==> config.mk <==
export PLATFORM = sky130hd
export DESIGN_NAME = fft8_ctrl
export DESIGN_NICKNAME = d
export VERILOG_FILES = /design/src/rtl/fft8_pkg.sv /design/src/rtl/fft8_agu.sv /design/src/rtl/fft8_ctrl.sv
export SDC_FILE = /design/constraint.sdc
export NUM_CORES = 1
export LEC_CHECK = 0
export ABC_AREA = 1
export CORE_MARGIN = 2
export CORE_UTILIZATION = 25
export CTS_CLUSTER_SIZE = 14
export DETAILED_ROUTE_END_ITERATION = 8
export PLACE_DENSITY = 0.54
export SYNTH_ARGS = -nofsm -noshare
export SYNTH_HDL_FRONTEND = slang
export SYNTH_SLANG_ARGS = --single-unit
==> constraint.sdc <==
create_clock -name Clk -period 4.1 [get_ports Clk]
set_input_delay 0.82 -clock Clk [delete_from_list [all_inputs] [get_ports Clk]]
set_output_delay 0.82 -clock Clk [all_outputs]
set_load 0.02 [all_outputs]
==> src/rtl/fft8_pkg.sv <==
// Shared definitions for the 8-point FFT controller: FSM state encoding,
// transform size constants and the 3-bit bit-reversal helper.
package fft8_pkg;

  localparam int N     = 8;
  localparam int LOG2N = 3;

  typedef enum logic [2:0] {
    ST_IDLE    = 3'd0,
    ST_LOAD    = 3'd1,
    ST_COMPUTE = 3'd2,
    ST_BUBBLE  = 3'd3,
    ST_DONE    = 3'd4
  } state_e;

  function automatic logic [2:0] bitrev3(input logic [2:0] v);
    return {v[0], v[1], v[2]};
  endfunction

endpackage

==> src/rtl/fft8_agu.sv <==
// Butterfly address generator: maps (stage, butterfly n) to the operand
// indices and twiddle LUT address of a radix-2 DIT pass over 8 points.
module fft8_agu
  import fft8_pkg::*;
(
  input  logic [1:0] stage_i,
  input  logic [1:0] n_i,
  output logic [2:0] idx_a_o,
  output logic [2:0] idx_b_o,
  output logic [2:0] tw_o
);

  // Per-stage bit placement of j = n mod 2^s and g = n >> s
  always_comb begin
    idx_a_o = 3'd0;
    idx_b_o = 3'd0;
    tw_o    = 3'd0;
    case (stage_i)
      2'd0: begin
        idx_a_o = {n_i, 1'b0};
        idx_b_o = {n_i, 1'b1};
        tw_o    = 3'd0;
      end
      2'd1: begin
        idx_a_o = {n_i[1], 1'b0, n_i[0]};
        idx_b_o = {n_i[1], 1'b1, n_i[0]};
        tw_o    = {1'b0, n_i[0], 1'b0};
      end
      2'd2: begin
        idx_a_o = {1'b0, n_i};
        idx_b_o = {1'b1, n_i};
        tw_o    = {1'b0, n_i};
      end
      default: begin
        idx_a_o = 3'd0;
        idx_b_o = 3'd0;
        tw_o    = 3'd0;
      end
    endcase
  end

endmodule

==> src/rtl/fft8_ctrl.sv <==
// Sequencer for an in-place 8-point radix-2 FFT: bit-reversed sample load,
// three butterfly stages with backpressure, and pipeline-drain bubbles.
module fft8_ctrl
  import fft8_pkg::*;
#(
  parameter int BF_LAT = 2
) (
  input  logic       Clk,
  input  logic       Reset,
  input  logic       Start,
  input  logic       in_valid,
  input  logic       bf_ready,
  output logic       load_we,
  output logic [2:0] load_addr,
  output logic       bf_valid,
  output logic [2:0] bf_idx_a,
  output logic [2:0] bf_idx_b,
  output logic [2:0] tw_addr,
  output logic [1:0] stage,
  output logic       busy,
  output logic       done
);

  localparam logic [2:0] LAT_LAST = 3'(BF_LAT - 1);

  state_e     state_q, state_d;
  logic [2:0] cnt_q, cnt_d;
  logic [1:0] n_q, n_d;
  logic [1:0] stage_q, stage_d;
  logic [2:0] lat_q, lat_d;
  logic [2:0] agu_a_s, agu_b_s, agu_tw_s;

  fft8_agu u_agu (
    .stage_i (stage_q),
    .n_i     (n_q),
    .idx_a_o (agu_a_s),
    .idx_b_o (agu_b_s),
    .tw_o    (agu_tw_s)
  );

  // Next-state and counter update logic
  always_comb begin
    state_d = state_q;
    cnt_d   = cnt_q;
    n_d     = n_q;
    stage_d = stage_q;
    lat_d   = lat_q;
    case (state_q)
      ST_IDLE: begin
        if (Start) state_d = ST_LOAD;
        else       state_d = ST_IDLE;
      end
      ST_LOAD: begin
        if (in_valid) begin
          cnt_d = cnt_q + 3'd1;
          if (cnt_q == 3'd7) state_d = ST_COMPUTE;
          else               state_d = ST_LOAD;
        end else begin
          cnt_d = cnt_q;
        end
      end
      ST_COMPUTE: begin
        if (bf_ready) begin
          n_d = n_q + 2'd1;
          // Last butterfly of the stage: drain the datapath or move straight on
          if (n_q == 2'd3) begin
            if (BF_LAT > 0) begin
              state_d = ST_BUBBLE;
              lat_d   = 3'd0;
            end else if (stage_q == 2'd2) begin
              state_d = ST_DONE;
            end else begin
              stage_d = stage_q + 2'd1;
            end
          end else begin
            state_d = ST_COMPUTE;
          end
        end else begin
          n_d = n_q;
        end
      end
      ST_BUBBLE: begin
        if (lat_q == LAT_LAST) begin
          lat_d = 3'd0;
          if (stage_q == 2'd2) begin
            state_d = ST_DONE;
          end else begin
            state_d = ST_COMPUTE;
            stage_d = stage_q + 2'd1;
          end
        end else begin
          lat_d = lat_q + 3'd1;
        end
      end
      ST_DONE: begin
        state_d = ST_IDLE;
        cnt_d   = 3'd0;
        n_d     = 2'd0;
        stage_d = 2'd0;
        lat_d   = 3'd0;
      end
      default: begin
        state_d = ST_IDLE;
        cnt_d   = 3'd0;
        n_d     = 2'd0;
        stage_d = 2'd0;
        lat_d   = 3'd0;
      end
    endcase
  end

  // State and counter registers with synchronous reset
  always_ff @(posedge Clk) begin
    if (Reset) begin
      state_q <= ST_IDLE;
      cnt_q   <= 3'd0;
      n_q     <= 2'd0;
      stage_q <= 2'd0;
      lat_q   <= 3'd0;
    end else begin
      state_q <= state_d;
      cnt_q   <= cnt_d;
      n_q     <= n_d;
      stage_q <= stage_d;
      lat_q   <= lat_d;
    end
  end

  // Output decode; everything is forced low while Reset is asserted
  always_comb begin
    load_we   = 1'b0;
    load_addr = 3'd0;
    bf_valid  = 1'b0;
    bf_idx_a  = 3'd0;
    bf_idx_b  = 3'd0;
    tw_addr   = 3'd0;
    stage     = 2'd0;
    busy      = 1'b0;
    done      = 1'b0;
    if (!Reset) begin
      if (state_q == ST_LOAD) begin
        load_we   = in_valid;
        load_addr = bitrev3(cnt_q);
      end else begin
        load_we   = 1'b0;
        load_addr = 3'd0;
      end
      if (state_q == ST_COMPUTE) begin
        bf_valid = 1'b1;
        bf_idx_a = agu_a_s;
        bf_idx_b = agu_b_s;
        tw_addr  = agu_tw_s;
      end else begin
        bf_valid = 1'b0;
      end
      stage = stage_q;
      busy  = (state_q != ST_IDLE);
      done  = (state_q == ST_DONE);
    end else begin
      busy = 1'b0;
    end
  end

endmodule

==> insert_results.sql <==
INSERT INTO impl_metrics (metric_group, metric, value, unit) VALUES
('run_status', 'result_of_the_run', 'finished clean', ''),
('power_and_ir_drop', 'p_seq_share', '47.4', '%'),
('clock_tree', 'clkLatencyLatePin', '0.25', 'ns'),
('route', 'initialDrtViolationCount', '40', ''),
('global_route', 'track_usage', '11.5', '%'),
('power_and_ir_drop', 'power.leakage', '0.502', 'nW'),
('global_route', 'gr-usage-met1', '12.9', '%'),
('clock_tree', 'ctsHoldBuffers', '0', ''),
('logic_synthesis', 'yosysTopAreaCell', 'dfxtp_1', ''),
('setup_path', 'cp-end-kind', 'output pin', ''),
('setup_path', 'crit_path_frequent_cell', 'clkdlybuf4s50_1', ''),
('setup_path', 'worst-endpoint-required', '3.28', 'ns'),
('floorplanning', 'fp.dieArea', '4290', 'um^2'),
('global_route', 'grt-busiest-layer', 'met2', ''),
('sta', 'rsz0062_at_grt', 'no', ''),
('logic_synthesis', 'yosysTopAreaCellShare', '27.5', '%'),
('setup_path', 'timing.reg2reg.setup_slack', '2.69', 'ns'),
('route', 'viasPerCell', '4.30', ''),
('floorplanning', 'placementRows', '22', ''),
('setup_path', 'timing.critical_path.from_type', 'primary input', ''),
('logic_synthesis', 'seq_area_frac_synth', '27.5', '%'),
('floorplanning', 'die_width', '65.5', 'um'),
('sta', 'timing_hold_violations_final', '0', ''),
('floorplanning', 'core', '3660', 'um^2'),
('global_route', 'antenna_found_initial', '0', ''),
('global_route', 'first_global_vias', '826', ''),
('setup_path', 'category_of_the_most_critical_setup_path', 'primary input to output pin', ''),
('logic_synthesis', 'synth-seq-cells', '13', ''),
('route', 'wl_per_cell', '9.91', 'um'),
('sta', 'setup_violations_final', '0', ''),
('clock_tree', 'post_cts_resized', '0', ''),
('sta', 'max_clock_freq', '0.306', 'GHz'),
('placed_design', 'final_estimated_routing_congestion_in_global_placement', '0.740', ''),
('final_layout', 'final_area', '1260', 'um^2'),
('route', 'drcViolationCount', '0', ''),
('power_and_ir_drop', 'combPwrFrac', '11.1', '%'),
('logic_synthesis', 'synth.yosys.warnings', '0', ''),
('setup_path', 'critPathArrivalTime', '2.45', 'ns'),
('final_layout', 'final_cell_mix', '28 x nand2_1, 25 x inv_1, 21 x clkdlybuf4s50_1, 18 x nor2_1, 13 x dfxtp_1', ''),
('sta', 'finalCriticalPeriod', '3.27', 'ns'),
('clock_tree', 'setup_buffers_after_cts', '0', ''),
('setup_path', 'worstPathCellList', 'clkdlybuf4s50_1, buf_4, inv_1, nand2_1, nor2_1, clkdlybuf4s50_1', ''),
('placed_design', 'place_hpwl', '1780', 'um'),
('final_layout', 'mostFrequentLayoutCell', 'nand2_1', ''),
('clock_tree', 'tritoncts.num_buffers', '3', ''),
('placed_design', 'placement.io_buffers', '21', ''),
('final_layout', 'fin_util', '34.3', '%'),
('final_layout', 'final.fill_count', '417', ''),
('floorplanning', 'design.portCount', '23', ''),
('worst_hold_path', 'holdPathEnd', 'lat_q[2]', ''),
('route', 'totalWireLength', '2190', 'um'),
('floorplanning', 'die_y', '65.5', 'um'),
('global_route', 'grt_start_max_net_pins', '14', ''),
('power_and_ir_drop', 'cellPowerDensity', '221', 'nW/um^2'),
('power_and_ir_drop', 'cell_internal_power', '0.210', 'mW'),
('logic_synthesis', 'synth.net_count', '162', ''),
('logic_synthesis', 'synth.cell_area', '946', 'um^2'),
('clock_tree', 'root_buffer', 'clkbuf_8', ''),
('placed_design', 'placed_cell_area', '1210', 'um^2'),
('route', 'ant_nets', '0', ''),
('setup_path', 'cp_num_buf_inv', '4', ''),
('sta', 'timing.clock.skew', '0.00893', 'ns'),
('logic_synthesis', 'synth.avg_cell_area', '6.35', 'um^2'),
('setup_path', 'r2r-end', 'state_q[1]', ''),
('clock_tree', 'cts_num_sinks', '13', ''),
('worst_hold_path', 'worst_hold_check_path_type', 'register to register', ''),
('global_route', 'global_route.usage.met3', '3.77', '%'),
('logic_synthesis', 'post_synth_num_cell_types', '22', ''),
('power_and_ir_drop', 'netSwitchingPower', '0.0687', 'mW'),
('run', 'cap_violations', '0', ''),
('final_layout', 'insertedDiodeCount', '0', '');
## layer usage
| metal | wire (um) | share of wire [%] |
|---|---|---|
| met1 | 1010 | 46 |
| met2 | 1020 | 47 |
| met3 | 117 | 5.3 |
| met4 | 44 | 2.0 |
| met5 | 0 | 0 |
## synth_stat cells, drive strengths merged
| master | number |
|---|---|
| nand2 | 29 |
| buf | 1 |
| or2 | 1 |
| dfxtp | 13 |
| nand4 | 3 |
| a21oi | 12 |
| a211oi | 2 |
| conb | 1 |
| clkbuf | 1 |
| nor2 | 22 |
| inv | 29 |
| o21ai | 12 |
| nand3 | 11 |
| nor4 | 1 |
| a31oi | 1 |
| nor3 | 2 |
| ha | 8 |
## sequential cells by signal, summed over array words and instances, names as in the netlist
name	cells
cnt_q	3
lat_q	3
state_q	3
n_q	2
stage_q	2
## tightest hold or removal path, delay by kind of cell (launching register included)
kind	cells	cell delay [ns]
flip-flops	1	0.31
AND/OR/NAND/NOR	1	0.06
AO/OA/AOI/OAI	1	0.05
## cell families (layout without fill, tap and decap cells)
family                   Yosys count  count (layout)  synth area share (%)
AO/OA/AOI/OAI                     27              27                  15.7
adder cells (fa/ha/maj)            8               8                  10.6
buffers and inverters             31              55                  12.7
flip-flops                        13              13                  27.5
other                              1               1                 0.396
AND/OR/NAND/NOR                   69              69                  33.1
## final cells by class
cell class                 count  area [um^2]  area share (%)
sequential                    13          260            20.7
tap                           48         60.1            4.78
clock buffer                   4         45.0            3.58
multi-input combinational    105          566            45.0
timing repair buffer          22          218            17.3
inverter                      29          109            8.66
## worst max-delay path by stage
| stage | startpoint | to | slack (ns) | depth (start not counted) |
|---|---|---|---|---|
| global placement | Reset | load_addr[1] | 0.81 | 6 |
| CTS | Reset | load_we | 0.80 | 6 |
| finish | Reset | load_we | 0.83 | 6 |
| global route | Reset | load_we | 0.72 | 6 |
| floorplan | Reset | done | 1.64 | 2 |
| detailed placement | Reset | load_we | 0.80 | 6 |
## metrics by stage
stage / hold WS (ns) / setup WS (ns) / std cells
after global placement: 0.468 / 0.807 / 217
after floorplan: 0.447 / 1.64 / 149
final: 0.473 / 0.831 / 221
after CTS: 0.480 / 0.797 / 221
after detailed placement: 0.472 / 0.805 / 217
after global routing: 0.506 / 0.720 / 221
## power groups by stage
stage | sequential, mW | clock, mW | combinational [mW]
floorplan | 0.134 | 0 | 0.0203
global placement | 0.134 | 0 | 0.0316
detailed placement | 0.134 | 0 | 0.0313
CTS | 0.132 | 0.123 | 0.0315
global route | 0.132 | 0.126 | 0.0358
finish | 0.132 | 0.116 | 0.0309
Note: power is estimated with default switching activity, not from simulation.
